File: config.mk
export PLATFORM = sky130hd
export DESIGN_NAME = alu_issue_ctrl
export DESIGN_NICKNAME = d
export VERILOG_FILES = /design/src/rtl/alu_issue_ctrl.sv
export SDC_FILE = /design/constraint.sdc
export NUM_CORES = 1
export LEC_CHECK = 0
export CAP_MARGIN = 30
export CORE_MARGIN = 8
export CORE_UTILIZATION = 35
export DETAILED_ROUTE_END_ITERATION = 6
export HOLD_SLACK_MARGIN = 0.02
export PLACE_DENSITY = 0.63
export SYNTH_ARGS = -nofsm -noshare
export SYNTH_HDL_FRONTEND = slang
export SYNTH_SLANG_ARGS = --single-unit
File: constraint.sdc
create_clock -name clk -period 3.8 [get_ports clk]
set_input_delay 0.76 -clock clk [delete_from_list [all_inputs] [get_ports clk]]
set_output_delay 0.76 -clock clk [all_outputs]
set_load 0.02 [all_outputs]
File: src/rtl/alu_issue_ctrl.sv
// Issue/write-back controller for ALUmod: decodes a 16-bit instruction word,
// registers the ALU operands, then retires S/CLFZN into the register file and PSR.
module alu_issue_ctrl (
  input  logic        clk,
  input  logic        reset,
  input  logic [15:0] instr,
  input  logic        instr_valid,
  output logic        instr_ready,
  output logic [15:0] alu_a,
  output logic [15:0] alu_b,
  output logic [3:0]  alu_opcode,
  output logic [3:0]  alu_opext,
  input  logic [15:0] alu_s,
  input  logic [4:0]  alu_clfzn,
  output logic [4:0]  psr,
  output logic        retire,
  input  logic [3:0]  dbg_addr,
  output logic [15:0] dbg_data
);

  typedef enum logic [1:0] {
    S_IDLE = 2'b00,
    S_EXEC = 2'b01,
    S_WB   = 2'b10
  } state_t;

  state_t      r_state;
  state_t      w_state_nxt;
  logic        w_hs;
  logic        w_load_alu;
  logic        w_wb;

  logic [15:0] r_instr;
  logic [15:0] r_rf [0:15];
  logic [15:0] r_alu_a;
  logic [15:0] r_alu_b;
  logic [3:0]  r_alu_opcode;
  logic [3:0]  r_alu_opext;
  logic [4:0]  r_psr;
  logic        r_retire;

  logic [3:0]  w_op;
  logic [3:0]  w_rd;
  logic [3:0]  w_ext;
  logic [3:0]  w_rs;
  logic [7:0]  w_imm;
  logic        w_reg_form;
  logic        w_is_mov;
  logic        w_is_nop;
  logic        w_is_cmp;
  logic        w_rf_we;
  logic        w_psr_we;
  logic [15:0] w_a;
  logic [15:0] w_b;

  assign w_op  = r_instr[15:12];
  assign w_rd  = r_instr[11:8];
  assign w_ext = r_instr[7:4];
  assign w_rs  = r_instr[3:0];
  assign w_imm = r_instr[7:0];

  // Ready is decoded from the state register and forced low while reset is held.
  assign instr_ready = (r_state == S_IDLE) & ~reset;
  assign w_hs        = instr_valid & instr_ready;

  // State register.
  always_ff @(posedge clk) begin
    if (reset) begin
      r_state <= S_IDLE;
    end else begin
      r_state <= w_state_nxt;
    end
  end

  // Next-state and phase strobes.
  always_comb begin
    w_state_nxt = r_state;
    w_load_alu  = 1'b0;
    w_wb        = 1'b0;
    case (r_state)
      S_IDLE: begin
        if (w_hs) begin
          w_state_nxt = S_EXEC;
        end else begin
          w_state_nxt = S_IDLE;
        end
      end
      S_EXEC: begin
        w_load_alu  = 1'b1;
        w_state_nxt = S_WB;
      end
      S_WB: begin
        w_wb        = 1'b1;
        w_state_nxt = S_IDLE;
      end
      default: begin
        w_state_nxt = S_IDLE;
      end
    endcase
  end

  // Operand selection for register and immediate forms.
  always_comb begin
    w_reg_form = (w_op == 4'b0000) | (w_op == 4'b1010);
    w_is_mov   = (w_op == 4'b0000) & (w_ext == 4'b1101);
    w_a        = r_rf[w_rd];
    w_b        = r_rf[w_rs];
    if (w_reg_form) begin
      if (w_is_mov) begin
        w_a = r_rf[w_rs];
      end else begin
        w_a = r_rf[w_rd];
      end
      w_b = r_rf[w_rs];
    end else begin
      if (w_op == 4'b0110) begin
        w_b = {8'h00, w_imm};
      end else begin
        w_b = {{8{w_imm[7]}}, w_imm};
      end
      if (w_op == 4'b1101) begin
        w_a = {8'h00, w_imm};
      end else begin
        w_a = r_rf[w_rd];
      end
    end
  end

  // Compares only update flags; NOP touches nothing.
  assign w_is_nop = (w_op == 4'b0000) & (w_ext == 4'b0000);
  assign w_is_cmp = ((w_op == 4'b0000) & (w_ext == 4'b1011)) |
                    (w_op == 4'b1011) |
                    ((w_op == 4'b1010) & (w_ext == 4'b0010));
  assign w_rf_we  = w_wb & ~w_is_nop & ~w_is_cmp;
  assign w_psr_we = w_wb & ~w_is_nop;

  // Instruction latch, loaded on the handshake edge only.
  always_ff @(posedge clk) begin
    if (reset) begin
      r_instr <= 16'h0000;
    end else if (w_hs) begin
      r_instr <= instr;
    end else begin
      r_instr <= r_instr;
    end
  end

  // ALU input registers, loaded in EXEC.
  always_ff @(posedge clk) begin
    if (reset) begin
      r_alu_a      <= 16'h0000;
      r_alu_b      <= 16'h0000;
      r_alu_opcode <= 4'h0;
      r_alu_opext  <= 4'h0;
    end else if (w_load_alu) begin
      r_alu_a      <= w_a;
      r_alu_b      <= w_b;
      r_alu_opcode <= w_op;
      r_alu_opext  <= w_ext;
    end else begin
      r_alu_a      <= r_alu_a;
      r_alu_b      <= r_alu_b;
      r_alu_opcode <= r_alu_opcode;
      r_alu_opext  <= r_alu_opext;
    end
  end

  // Register file with its single write port.
  always_ff @(posedge clk) begin
    if (reset) begin
      for (int i = 0; i < 16; i++) begin
        r_rf[i] <= 16'h0000;
      end
    end else if (w_rf_we) begin
      r_rf[w_rd] <= alu_s;
    end else begin
      r_rf[w_rd] <= r_rf[w_rd];
    end
  end

  // PSR capture and retire pulse.
  always_ff @(posedge clk) begin
    if (reset) begin
      r_psr    <= 5'b00000;
      r_retire <= 1'b0;
    end else begin
      r_retire <= w_wb;
      if (w_psr_we) begin
        r_psr <= alu_clfzn;
      end else begin
        r_psr <= r_psr;
      end
    end
  end

  assign alu_a      = r_alu_a;
  assign alu_b      = r_alu_b;
  assign alu_opcode = r_alu_opcode;
  assign alu_opext  = r_alu_opext;
  assign psr        = r_psr;
  assign retire     = r_retire;
  assign dbg_data   = r_rf[dbg_addr];

endmodule

== Word-level counts from Yosys, hierarchy flattened ==
Memories as Yosys holds them, arrays and structs flattened. A register that Yosys moved wholly into a read port is not among the register bits.
Cells that the tools add are included.
W data, S select, Z words.

* Register bits after elaboration: 64
* RAM bits: 256
* Output and inout port bits: 63
* Word-level logic and storage cells: 62
* Memories kept: 1

* Eq/ne operators: 9
* Mux-type cells: 25
* Bitwise logic cells: 15
* Reduce and logical (&&, ||, !) cells: 4

{| class="wikitable"
|+ Memories
! name !! words !! bits a word !! rd ports !! clocked after Yosys merged registers in !! wr ports !! RTL line !! text
|-
| r_rf || 16 || 16 || 3 || 2 || 16 || 34 || <nowiki>logic [15:0] r_rf [0:15];</nowiki>
|}

{| class="wikitable"
|+ Operators by type and width
! operator !! count
|-
| $mux W16 || 7
|-
| $eq A4 B4 Y1 const B || 5
|-
| $mux W4 || 5
|-
| $reduce_or A16 Y1 || 1
|-
| $mux W1 || 12
|-
| $and A1 B1 Y1 || 8
|-
| $logic_not A4 Y1 || 2
|-
| $eq A4 B2 Y1 const B || 1
|-
| $eq A4 B3 Y1 const B || 1
|-
| $or A1 B1 Y1 || 4
|-
| $pmux W2 S2 || 1
|-
| $not A1 Y1 || 3
|-
| $eq A2 B1 Y1 const B || 1
|-
| $eq A2 B2 Y1 const B || 1
|-
| $logic_not A2 Y1 || 1
|}

== Logic depth before layout (Yosys ltp) ==
Gate-level depths: netlist of run 1.

* Word-level depth: 12
* Depth in mapped cells: 8
* Depth with buffers taken out: 5

== Worst setup path before layout of run 1 ==
OpenSTA, ideal clock, no wires.

* Kind: input -> output
* From: input port dbg_addr[0]
* To: output port dbg_data[10]
* Arrival: 2.607 ns
* Data required time: 3.040 ns
* Setup slack: 0.433 ns
* Cell stages on the path: 4
* Path buffers: 2
* Cell sequence: buf_2 -> buf_1 -> mux4_2 -> mux4_2

* Cells in the longest elaborated chain, start to end: 1

{| class="wikitable"
|+ RTL lines
! what !! RTL line !! text
|-
| start: declaration || 17 || <nowiki>input logic [3:0] dbg_addr,</nowiki>
|-
| $mem_v2 Z16 W16 || n/a ||
|-
| end: declaration || 18 || <nowiki>output logic [15:0] dbg_data</nowiki>
|}

Every way passes these cells.

== Worst setup path after layout of run 1 ==
* From: input port dbg_addr[0]
* To: output port dbg_data[13]

Same word-level chain as after synthesis.

==> results of run 1 <==
metrics by stage:
step / cell area [um^2] / utilization, % / total power, mW / setup WS [ns] / cells
floorplan: 17770 / - / 5.092 / 0.4331 / 1356
global placement: 19920 / 39.70 / 5.674 / 0.1686 / 2095
detailed placement: 19960 / 39.79 / 5.698 / 0.1515 / 2098
CTS: 21070 / 42.00 / 9.053 / 0.1435 / 2158
global route: 21100 / 42.06 / 9.285 / 0.1114 / 2159
finish: 21100 / 42.06 / 9.032 / 0.1557 / 2160
power by group through the flow:
stage                     registers (mW)  logic [mW]  clock network, mW
after floorplan                     4.21       0.881                  0
after global placement              4.27        1.40                  0
after detailed placement            4.28        1.42                  0
after CTS                           4.20        1.43               3.42
after global routing                4.21        1.54               3.54
final                               4.20        1.45               3.38
how the worst max path moves through the flow:
| stage | from | end | cells after the start |
|---|---|---|---|
| 2_1_floorplan | dbg_addr[0] | dbg_data[10] | 4 |
| 3_3_place_gp | dbg_addr[0] | dbg_data[7] | 5 |
| 3_5_place_dp | dbg_addr[0] | dbg_data[15] | 5 |
| 4_1_cts | dbg_addr[0] | dbg_data[13] | 5 |
| 5_1_grt | dbg_addr[0] | dbg_data[7] | 5 |
| 6_report | dbg_addr[0] | dbg_data[13] | 5 |
metal layers:
layer / vias to the layer above / share of wire (%) / wire, um
met3: 168 / 12 / 7036
met1: 6607 / 37 / 22400
met2: 875 / 46 / 27830
met4: 0 / 4.4 / 2625
li1: 5437 / - / -
met5: - / 0 / 0
final cells by class:
type | count | area, um^2
fillers | 4532 | 29070
flip-flops and latches | 328 | 9141
multi-input cells | 896 | 8095
repair buffers | 201 | 1906
clock buffers | 49 | 1015
well taps | 672 | 840.8
clock inverters | 11 | 95.09
inverters | 2 | 7.507
diodes | 1 | 2.502
flip-flops by register name (all words and copies together) (netlist names), named ones only:
signal,count
alu_opext,4
r_state,2
alu_b,16
alu_opcode,4
r_instr,16
psr,5
alu_a,16
r_rf,256
retire,1
critical path, cell delays in order:
cell and delay [ns]:
buf_4 0.15, buf_12 0.25, mux4_2 0.54, mux4_2 0.53, clkdlybuf4s50_1 0.63
cells in the mapped netlist, types with 2 or more instances:
cell / number
and2_1: 2
nor3b_1: 3
mux2i_4: 2
a2111oi_0: 8
nor4_1: 10
o21ai_0: 9
and3_1: 9
clkbuf_1: 78
mux2_2: 16
mux4_2: 192
nor2_1: 306
a311oi_1: 8
buf_2: 34
nand2b_1: 21
a22oi_1: 48
a22oi_2: 8
nand2_1: 102
nor2b_1: 25
a211oi_1: 16
buf_1: 13
a221oi_1: 8
o22ai_1: 8
nand3_1: 4
nor3_1: 19
edfxtp_1: 256
mux2i_1: 26
dfxtp_1: 72
buf_4: 3
a21oi_1: 33
logic make-up after synthesis:
logic type,count (synthesis),synth area share (%)
compound gates,149,6.131
xor+xnor,1,0.04928
buf+inv,132,3.139
flops,328,51.36
mux,237,27.14
simple gates,509,12.19
==> reports/qor.txt, run 1 <==
==================================================================================
Status                                                                finished, final reports clean
Worst Clk Skew                                                          0.02012 ns
Vias post-DR                                                                13,090
Leading cell types by total area after synthesis                      edfxtp_1 43%, mux4_2 24%, dfxtp_1 8.1%
Synthesis-to-layout area growth                                             18.72%
Max-cap violations                                                               0
Routed wirelength normalized by instance count                            27.73 um
Number of H-tree levels                                                          2
Highest-count cells in the layout ignoring fill and taps              306 x nor2_1, 256 x edfxtp_1, 192 x mux4_2
Met2 track demand over resource in global routing                           32.36%
Worst slew slack as a fraction of its limit                                 32.96%
Worst reg2reg path depth                                                         7
Instance count along the most critical hold path                                 2
Starting DRC count in detailed routing                                       1,672
Minimum hold slack                                                       0.4534 ns
Share of final-layout standard cells stronger than drive strength 1         25.42%
Switching power                                                           2.421 mW
Synthesized area per cell                                               13.11 um^2
Largest area contributor in the synthesized netlist                       edfxtp_1
Combinational cell fraction of total power                                   16.1%
Cell area after synthesis                                              17,770 um^2
Worst setup EP type                                                    output port
Area of the placeable core                                             50,170 um^2
Met3 Resource Use GR                                                        6.267%
Required time reported for the critical path endpoint                      3.04 ns
Final setup fails                                                                0
First-pass GRT wire length                                               88,170 um
X dimension of the die                                                    241.4 um
Post-cts hold buffer count                                                       0
Die Span Y                                                                241.4 um
Most common library cell in the layout ignoring fill and taps               nor2_1
Share of flip-flops with an asynchronous set or reset                           0%
Startpoint of the tightest hold check path                            alu_opcode[0]
Relative contribution of sequential cells to total power                     46.5%
Clock buffers created by TritonCTS                                              36
Area enclosed by the die boundary                                      58,250 um^2
Internal cell power                                                       6.612 mW
Effective utilization at floorplan                                          35.43%
Transition time at the pin with the least slew margin                     1.001 ns
Final number of hold-violating endpoints                                         0
Clock slew at reported path FFs                                            0.05 ns
Congestion Overflow GR                                                           0
Net count reported at finish                                                 1,509
Number of global-route vias before repair                                   13,090
Cell variety after synth                                                        46
Maximum frequency from static timing analysis                            274.4 MHz
Routed WL                                                                59,900 um
Fraction of power consumed by the clock network                              37.5%
Post-cts gate resize count                                                       0
Detail Route Antenna Nets                                                        0
Startpoint Class                                                        input port
Total negative slack for setup checks                                         0 ns
Prevailing post-synth register cell                                       edfxtp_1
Number of synthesized flops with an enable pin                                 256
Overall Global Routing Usage                                                20.39%
Number of placed I/O pins                                                      107
Fraction of the cycle the final worst path needs                            95.90%
Post-CTS Repair Setup Buffers                                                    0
Worst r2r dst                                                         r_rf[12][10]
Fraction of synthesized cell area taken by the top area cell type           43.25%
Count of clock tree sinks                                                      328
TritonCTS clock tree                                                          done
Most utilized layer in the global route result                                met2
Maximum number of pins on one net before global-route repair                    72
Number of pins with negative max-slew slack in the final report                  0
Maximum fanout encountered on the critical timing path                          28
Terminating pin of the worst hold path                                alu_opcode[0]
Seq/Total Area, Yosys                                                       51.36%
Critical path data arrival time                                            2.88 ns
Leakage power of the design                                               6.939 nW
Largest buffer count on any clock path                                           3
Unrepaired setup endpoints after global routing                              false
Worst-skew pair later-pin latency                                          0.54 ns
Number of core rows                                                             82
I/O Buffers                                                                    106
Library cell used as clock root buffer                                   clkbuf_16
Shortest clock period the worst path allows after layout                  3.644 ns
Detailed Routing Iterations Pass 1                                               5
Min-Delay Path Class                                                  flip-flop to flip-flop
Synthesized instance count                                                   1,356
Residual DRC count                                                               0
Global placer's final weighted congestion                                   0.8782
Antenna violations before repair                                                 0
GR met1 Demand/Resource                                                     25.64%
Yosys Warn Count                                                                 0
Critical path class                                                   input port to output port
Pwr dens                                                              428.0 nW/um^2
Post-Synthesis Net Count                                                     1,400
Via-to-Cell Ratio                                                            6.059
Flip-flop and latch count after synthesis                                      328
Net switching fraction of the power                                         26.80%
Final HPWL from detailed placement                                       42,000 um
Worst vdd rail ir drop                                                   0.2859 mV
Setup slack on the worst flop-to-flop path                                 0.93 ns
==================================================================================
Note: power is estimated with default switching activity, not from simulation.
==> run 2, diff against run 1 <==
--- a/config.mk
+++ b/config.mk
@@ -8,9 +8,12 @@
 export CAP_MARGIN = 30
 export CORE_MARGIN = 8
 export CORE_UTILIZATION = 35
+export CTS_BUF_LIST = sky130_fd_sc_hd__clkbuf_8
 export DETAILED_ROUTE_END_ITERATION = 6
+export GPL_ROUTABILITY_DRIVEN = 0
 export HOLD_SLACK_MARGIN = 0.02
 export PLACE_DENSITY = 0.63
+export SLEW_MARGIN = 20
 export SYNTH_ARGS = -nofsm -noshare
 export SYNTH_HDL_FRONTEND = slang
 export SYNTH_SLANG_ARGS = --single-unit
==> run 2 against run 1 <==
Net effect:
- core utilization hardly changed
- routed wire length grew 0.94%
- global-route usage shrank 0.087 points
- sequential share of layout area hardly changed
- non-clock buffer count shrank 4
- combinational power about the same
- cell area hardly changed
- critical path type unchanged
- critical endpoint is now dbg_data[15]
- largest power group unchanged
- highest routed layer is now met5
==> reports/qor.txt, run 2 (synthesis gave the netlist of run 1 again) <==
==================================================================================
Status                                                                finished, final reports clean
I/O Buffers                                                                    106   unchanged
Leakage power of the design                                               7.026 nW   +1.3%
Area of the placeable core                                             50,170 um^2   unchanged
Pwr dens                                                              423.9 nW/um^2   -0.97%
Detailed Routing Iterations Pass 1                                               6   +1
Max-cap violations                                                               0   unchanged
Highest-count cells in the layout ignoring fill and taps              306 x nor2_1, 256 x edfxtp_1, 192 x mux4_2
TritonCTS clock tree                                                          done
Antenna violations before repair                                                 2   +2
Final number of hold-violating endpoints                                         0   unchanged
Share of final-layout standard cells stronger than drive strength 1         26.31%   +0.89 points
Minimum hold slack                                                       0.4547 ns   +0.001255 ns
Cell with the largest stage delay on the worst path                   clkdlybuf4s50_1
Vias post-DR                                                                13,170   +0.62%
Number of global-route vias before repair                                   13,020   -0.54%
Relative contribution of sequential cells to total power                     47.0%   +0.5 points
Fraction of the cycle the final worst path needs                            95.02%   -0.89 points
Flip-flop count of the largest register, all copies and words added            256   unchanged
Most common library cell in the layout ignoring fill and taps               nor2_1
Area enclosed by the die boundary                                      58,250 um^2   unchanged
Most utilized layer in the global route result                                met2
Critical path data arrival time                                            2.85 ns   -0.03 ns
Library cell used as clock root buffer                                    clkbuf_8
Worst path cell trace                                                 buf_4 -> buf_12 -> mux4_2 -> mux4_2 -> clkdlybuf4s50_1
Synthesis-to-layout area growth                                             18.76%   about the same
Cell area after placement                                              19,970 um^2   about the same
Overall Global Routing Usage                                                20.30%   -0.087 points
Count of clock tree sinks                                                      328   unchanged
Final-layout fill cell count                                                 4,561   +0.64%
Met2 track demand over resource in global routing                           32.56%   +0.20 points
Total negative slack for setup checks                                         0 ns   unchanged
Post-cts gate resize count                                                       0   unchanged
Worst slew slack as a fraction of its limit                                 34.21%   +1.2 points
Shortest clock period the worst path allows after layout                  3.611 ns   -0.03367 ns
CP dominant cell by count                                                   mux4_2
Post-cts hold buffer count                                                       0   unchanged
Number of core rows                                                             82   unchanged
Worst Clk Skew                                                          0.03232 ns   +0.01220 ns
Fraction of power consumed by the clock network                              36.9%   -0.6 points
Net count reported at finish                                                 1,523   +0.93%
Residual DRC count                                                               0   unchanged
Final HPWL from detailed placement                                       41,600 um   -0.96%
Transition time at the pin with the least slew margin                    0.9832 ns   -0.01780 ns
Clock slew at reported path FFs                                            0.06 ns   about the same
First-pass GRT wire length                                               87,450 um   -0.81%
Required time reported for the critical path endpoint                      3.04 ns   about the same
Buffers & Inverters on Critical Path                                             3   unchanged
Routed WL                                                                60,460 um   +0.94%
Congestion Overflow GR                                                           0   unchanged
Effective utilization at floorplan                                          35.43%   unchanged
Maximum fanout encountered on the critical timing path                          26   -7.1%
Via-to-Cell Ratio                                                            5.994   -1.1%
Unrepaired setup endpoints after global routing                              false
Cell family with the largest share of critical-path delay             multiplexers
Post-CTS Repair Setup Buffers                                                    0   unchanged
Routed wirelength normalized by instance count                            27.52 um   -0.76%
X dimension of the die                                                    241.4 um   unchanged
Number of pins with negative max-slew slack in the final report                  0   unchanged
Internal cell power                                                       6.473 mW   -2.1%
Worst-skew pair later-pin latency                                          0.63 ns   +0.09 ns
Number of placed I/O pins                                                      107   unchanged
Clock buffers created by TritonCTS                                              54   +50%
Worst setup EP type                                                    output port
Starting DRC count in detailed routing                                       1,514   -9.4%
GR met1 Demand/Resource                                                     25.80%   +0.16 points
Maximum number of pins on one net before global-route repair                    65   -9.7%
Stage delay of the slowest cell on the critical path                       0.58 ns   -0.05 ns
Maximum frequency from static timing analysis                            277.0 MHz   +0.93%
Worst vdd rail ir drop                                                   0.2770 mV   -3.1%
Net switching fraction of the power                                         27.65%   +0.85 points
Switching power                                                           2.474 mW   +2.2%
Detail Route Antenna Nets                                                        0   unchanged
Startpoint Class                                                        input port
Combinational cell fraction of total power                                   16.0%   about the same
Largest buffer count on any clock path                                           3   unchanged
Final setup fails                                                                0   unchanged
Min-Delay Path Class                                                  flip-flop to flip-flop
Critical path class                                                   input port to output port
Number of H-tree levels                                                          2   unchanged
Largest Register                                                              r_rf
Die Span Y                                                                241.4 um   unchanged
Met3 Resource Use GR                                                        6.040%   -0.23 points
Final Cell Area                                                        21,110 um^2   about the same
==================================================================================
run 2: worst reg2reg max path, delay by kind of cell (launching register included):
family,cells,cell delay [ns]
AND/OR/NAND/NOR,3,1.53
AO/OA/AOI/OAI,2,0.48
flip-flops,1,0.76
run 2: final timing paths:
| check | startpoint | endpoint | slack [ns] | cells past startpoint |
|---|---|---|---|---|
| max reg2reg | flip-flop | alu_b[5] | 0.92 | 5 |
| min reg2reg | alu_opcode[0] | alu_opcode[0] | 0.45 | 2 |
| min | alu_opcode[0] | alu_opcode[0] | 0.45 | 2 |
| max | dbg_addr[0] | dbg_data[15] | 0.19 | 5 |
run 2: power by group through the flow:
stage | combinational (mW) | clock, mW | sequential, mW
floorplan | 0.881 | 0 | 4.21
global placement | 1.39 | 0 | 4.28
detailed placement | 1.42 | 0 | 4.27
CTS | 1.43 | 3.34 | 4.20
global route | 1.51 | 3.48 | 4.22
finish | 1.43 | 3.31 | 4.21
run 2: stage by stage:
step / instances / util [%] / setup slack, ns / total power [mW]
2_1_floorplan: 1356 / - / 0.4331 / 5.092
3_3_place_gp: 2091 / 39.66 / 0.1899 / 5.663
3_5_place_dp: 2095 / 39.80 / 0.1709 / 5.691
4_1_cts: 2196 / 42.07 / 0.1662 / 8.967
5_1_grt: 2197 / 42.07 / 0.1219 / 9.211
6_report: 2197 / 42.07 / 0.1894 / 8.947
run 2: layout make-up:
| class | count | area [um^2] | share of cell area (%) |
|---|---|---|---|
| flip-flops and latches | 328 | 9141 | 43.31 |
| multi-input cells | 896 | 8102 | 38.38 |
| repair buffers | 197 | 1876 | 8.885 |
| clock buffers | 64 | 880.8 | 4.173 |
| well taps | 672 | 840.8 | 3.983 |
| clock inverters | 37 | 259.0 | 1.227 |
| inverters | 2 | 7.507 | 0.03556 |
| diodes | 1 | 2.502 | 0.01185 |
run 2: per-layer routing:
layer  wire, um  vias to the layer above
met5         12                        -
met3       7030                      144
met2      28450                      927
li1           -                     5485
met1      22750                     6610
met4       2214                        2
==> run 3, diff against run 2 <==
--- a/config.mk
+++ b/config.mk
@@ -13,7 +13,7 @@
 export GPL_ROUTABILITY_DRIVEN = 0
 export HOLD_SLACK_MARGIN = 0.02
 export PLACE_DENSITY = 0.63
-export SLEW_MARGIN = 20
+export RECOVER_POWER = 25
 export SYNTH_ARGS = -nofsm -noshare
 export SYNTH_HDL_FRONTEND = slang
 export SYNTH_SLANG_ARGS = --single-unit
==> run 3 against run 2 <==
Net effect:
- the run now ends with capacitance limit, slew limit left
- non-clock buffer count grew 1
- global-route usage grew 0.062 points
- total power shrank 1.6%
- register-to-register slack gained 0.03 ns
- cell count is essentially flat
- clock skew grew 0.0014 ns
- core utilization shrank 0.20 points
- clock power shrank 4%
- die area is the same
- first-iteration DRC count grew 10%
- flip-flop and latch count is the same
- hold slack gained 0.00086 ns
- largest cell class unchanged
- largest power group unchanged
==> reports/qor.txt, run 3 (synthesis gave the netlist of run 1 again) <==
==================================================================================
Status                                                                finished with violations
Failing checks                                                        capacitance limit, slew limit
Cell with the largest stage delay on the worst path                   clkdlybuf4s50_1
Post-cts gate resize count                                                       0   unchanged
Net count reported at finish                                                 1,524   +0.066%
Relative contribution of sequential cells to total power                     47.8%   +0.8 points
Effective utilization at floorplan                                          35.43%   unchanged
Startpoint of the tightest hold check path                            alu_opext[1]
First-pass GRT wire length                                               87,730 um   +0.32%
Layout Cells excl Fill                                                       2,196   -0.046%
Switching power                                                           2.458 mW   -0.65%
Final HPWL from detailed placement                                       41,590 um   about the same
Pwr dens                                                              419.0 nW/um^2   -1.1%
Number of core rows                                                             82   unchanged
Final setup fails                                                                0   unchanged
Detailed Routing Iterations Pass 1                                               5   -1
Fraction of the cycle the final worst path needs                            95.35%   +0.33 points
Residual DRC count                                                               0   unchanged
Stage delay of the slowest cell on the critical path                       0.61 ns   +0.03 ns
Routed WL                                                                60,430 um   about the same
Share of final-layout standard cells stronger than drive strength 1         25.61%   -0.70 points
Setup slack on the worst flop-to-flop path                                 0.95 ns   +0.03 ns
Startpoint Class                                                        input port
Launch point of the worst path                                         dbg_addr[0]
Congestion Overflow GR                                                           0   unchanged
Detail Route Antenna Nets                                                        0   unchanged
Post-cts hold buffer count                                                       0   unchanged
Starting DRC count in detailed routing                                       1,670   +10%
Number of H-tree levels                                                          2   unchanged
X dimension of the die                                                    241.4 um   unchanged
Maximum fanout encountered on the critical timing path                          27   +3.8%
Clock slew at reported path FFs                                            0.06 ns   about the same
Final-layout fill cell count                                                 4,563   +0.044%
Transition time at the pin with the least slew margin                     1.522 ns   +0.5387 ns
Die Span Y                                                                241.4 um   unchanged
Post-CTS Repair Setup Buffers                                                    0   unchanged
Maximum frequency from static timing analysis                            276.0 MHz   -0.35%
Critical path class                                                   input port to output port
Critical path data arrival time                                            2.86 ns   about the same
Placed instance count                                                        2,096   +0.048%
Worst-skew pair later-pin latency                                          0.62 ns   about the same
Unrepaired setup endpoints after global routing                              false
CP dominant cell by count                                                   mux4_2
Worst vdd rail ir drop                                                   0.2619 mV   -5.5%
Overall Global Routing Usage                                                20.36%   +0.062 points
Synthesis-to-layout area growth                                             18.19%
Routed wirelength normalized by instance count                            27.52 um   about the same
Highest-count cells in the layout ignoring fill and taps              306 x nor2_1, 256 x edfxtp_1, 192 x mux4_2
Largest buffer count on any clock path                                           3   unchanged
Antenna violations before repair                                                 2   unchanged
Count of clock tree sinks                                                      328   unchanged
Required time reported for the critical path endpoint                      3.04 ns   about the same
Met1 routed wirelength after detailed routing                            22,740 um   about the same
Most common library cell in the layout ignoring fill and taps               nor2_1
Area of the placeable core                                             50,170 um^2   unchanged
Net switching fraction of the power                                         27.92%   +0.27 points
Total negative slack for setup checks                                         0 ns   unchanged
DR WL met3                                                                 6775 um   -3.6%
Total met2 wirelength after detailed routing                             28,360 um   -0.31%
Worst setup EP type                                                    output port
Min-Delay Path Class                                                  flip-flop to flip-flop
Fin util                                                                    41.87%   -0.20 points
Leakage power of the design                                               6.959 nW   -0.95%
Number of pins with negative max-slew slack in the final report                 81   +81
Clock buffers created by TritonCTS                                              54   unchanged
Fraction of power consumed by the clock network                              36.0%   -0.9 points
Instance count along the most critical hold path                                 2   unchanged
Combinational cell fraction of total power                                   16.2%   +0.2 points
Final number of hold-violating endpoints                                         0   unchanged
Worst path cell trace                                                 buf_4 -> buf_12 -> mux4_2 -> mux4_2 -> clkdlybuf4s50_1
Number of global-route vias before repair                                   13,060   +0.28%
Worst reg2reg path depth                                                         5   unchanged
Vias post-DR                                                                13,190   +0.19%
Shortest clock period the worst path allows after layout                  3.623 ns   +0.01257 ns
DR top layer                                                                  met5
TritonCTS clock tree                                                          done
Max-cap violations                                                               3   +3
Via-to-Cell Ratio                                                            6.008   +0.24%
Maximum number of pins on one net before global-route repair                    65   unchanged
Worst slew slack as a fraction of its limit                                -1.461%   -36 points
Flip-flop count of the largest register, all copies and words added            256   unchanged
Area enclosed by the die boundary                                      58,250 um^2   unchanged
Number of placed I/O pins                                                      107   unchanged
Total Power Consumption                                                   8.802 mW   -1.6%
Library cell used as clock root buffer                                    clkbuf_8
Internal cell power                                                       6.344 mW   -2.0%
Minimum hold slack                                                       0.4555 ns   +0.0008570 ns
Worst Clk Skew                                                          0.03375 ns   +0.001426 ns
Largest Register                                                              r_rf
I/O Buffers                                                                    106   unchanged
==================================================================================
## run 3: area by class of cell
| type | instances | area (um^2) | area share [%] |
|---|---|---|---|
| sequential | 328 | 9141 | 43.51 |
| tap | 672 | 840.8 | 4.002 |
| timing repair buffer | 198 | 1834 | 8.731 |
| antenna | 1 | 2.502 | 0.01191 |
| clock buffer | 61 | 839.6 | 3.996 |
| inverter | 2 | 7.507 | 0.03574 |
| clock inverter | 38 | 246.5 | 1.173 |
| multi-input combinational | 896 | 8095 | 38.53 |
## run 3: power groups by stage
stage	logic [mW]	registers [mW]	clock network, mW
after floorplan	0.881	4.21	0
after global placement	1.39	4.28	0
after detailed placement	1.42	4.27	0
after CTS	1.43	4.20	3.21
after global routing	1.51	4.22	3.34
final	1.43	4.21	3.17
## run 3: metal layers
layer	track usage [%]	vias to the layer above
met1	25.94	6607
met3	5.460	158
met5	0	-
met2	32.51	954
met4	8.825	2
li1	-	5472
## run 3: through the flow
stage	area (um^2)	setup WS, ns
3_5_place_dp	19980	0.1779
6_report	21010	0.1768
5_1_grt	21010	0.1244
2_1_floorplan	17770	0.4331
3_3_place_gp	19900	0.1899
4_1_cts	21070	0.1693
## run 3: critical path, delay by kind of cell
kind | cells | cell delay, ns
mux | 2 | 1.08
buf+inv | 3 | 1.00
## run 3: path summary, 6_finish.rpt
kind / to
max: dbg_data[7]
min: alu_opext[1]
max reg2reg: alu_b[5]
min reg2reg: alu_opext[1]
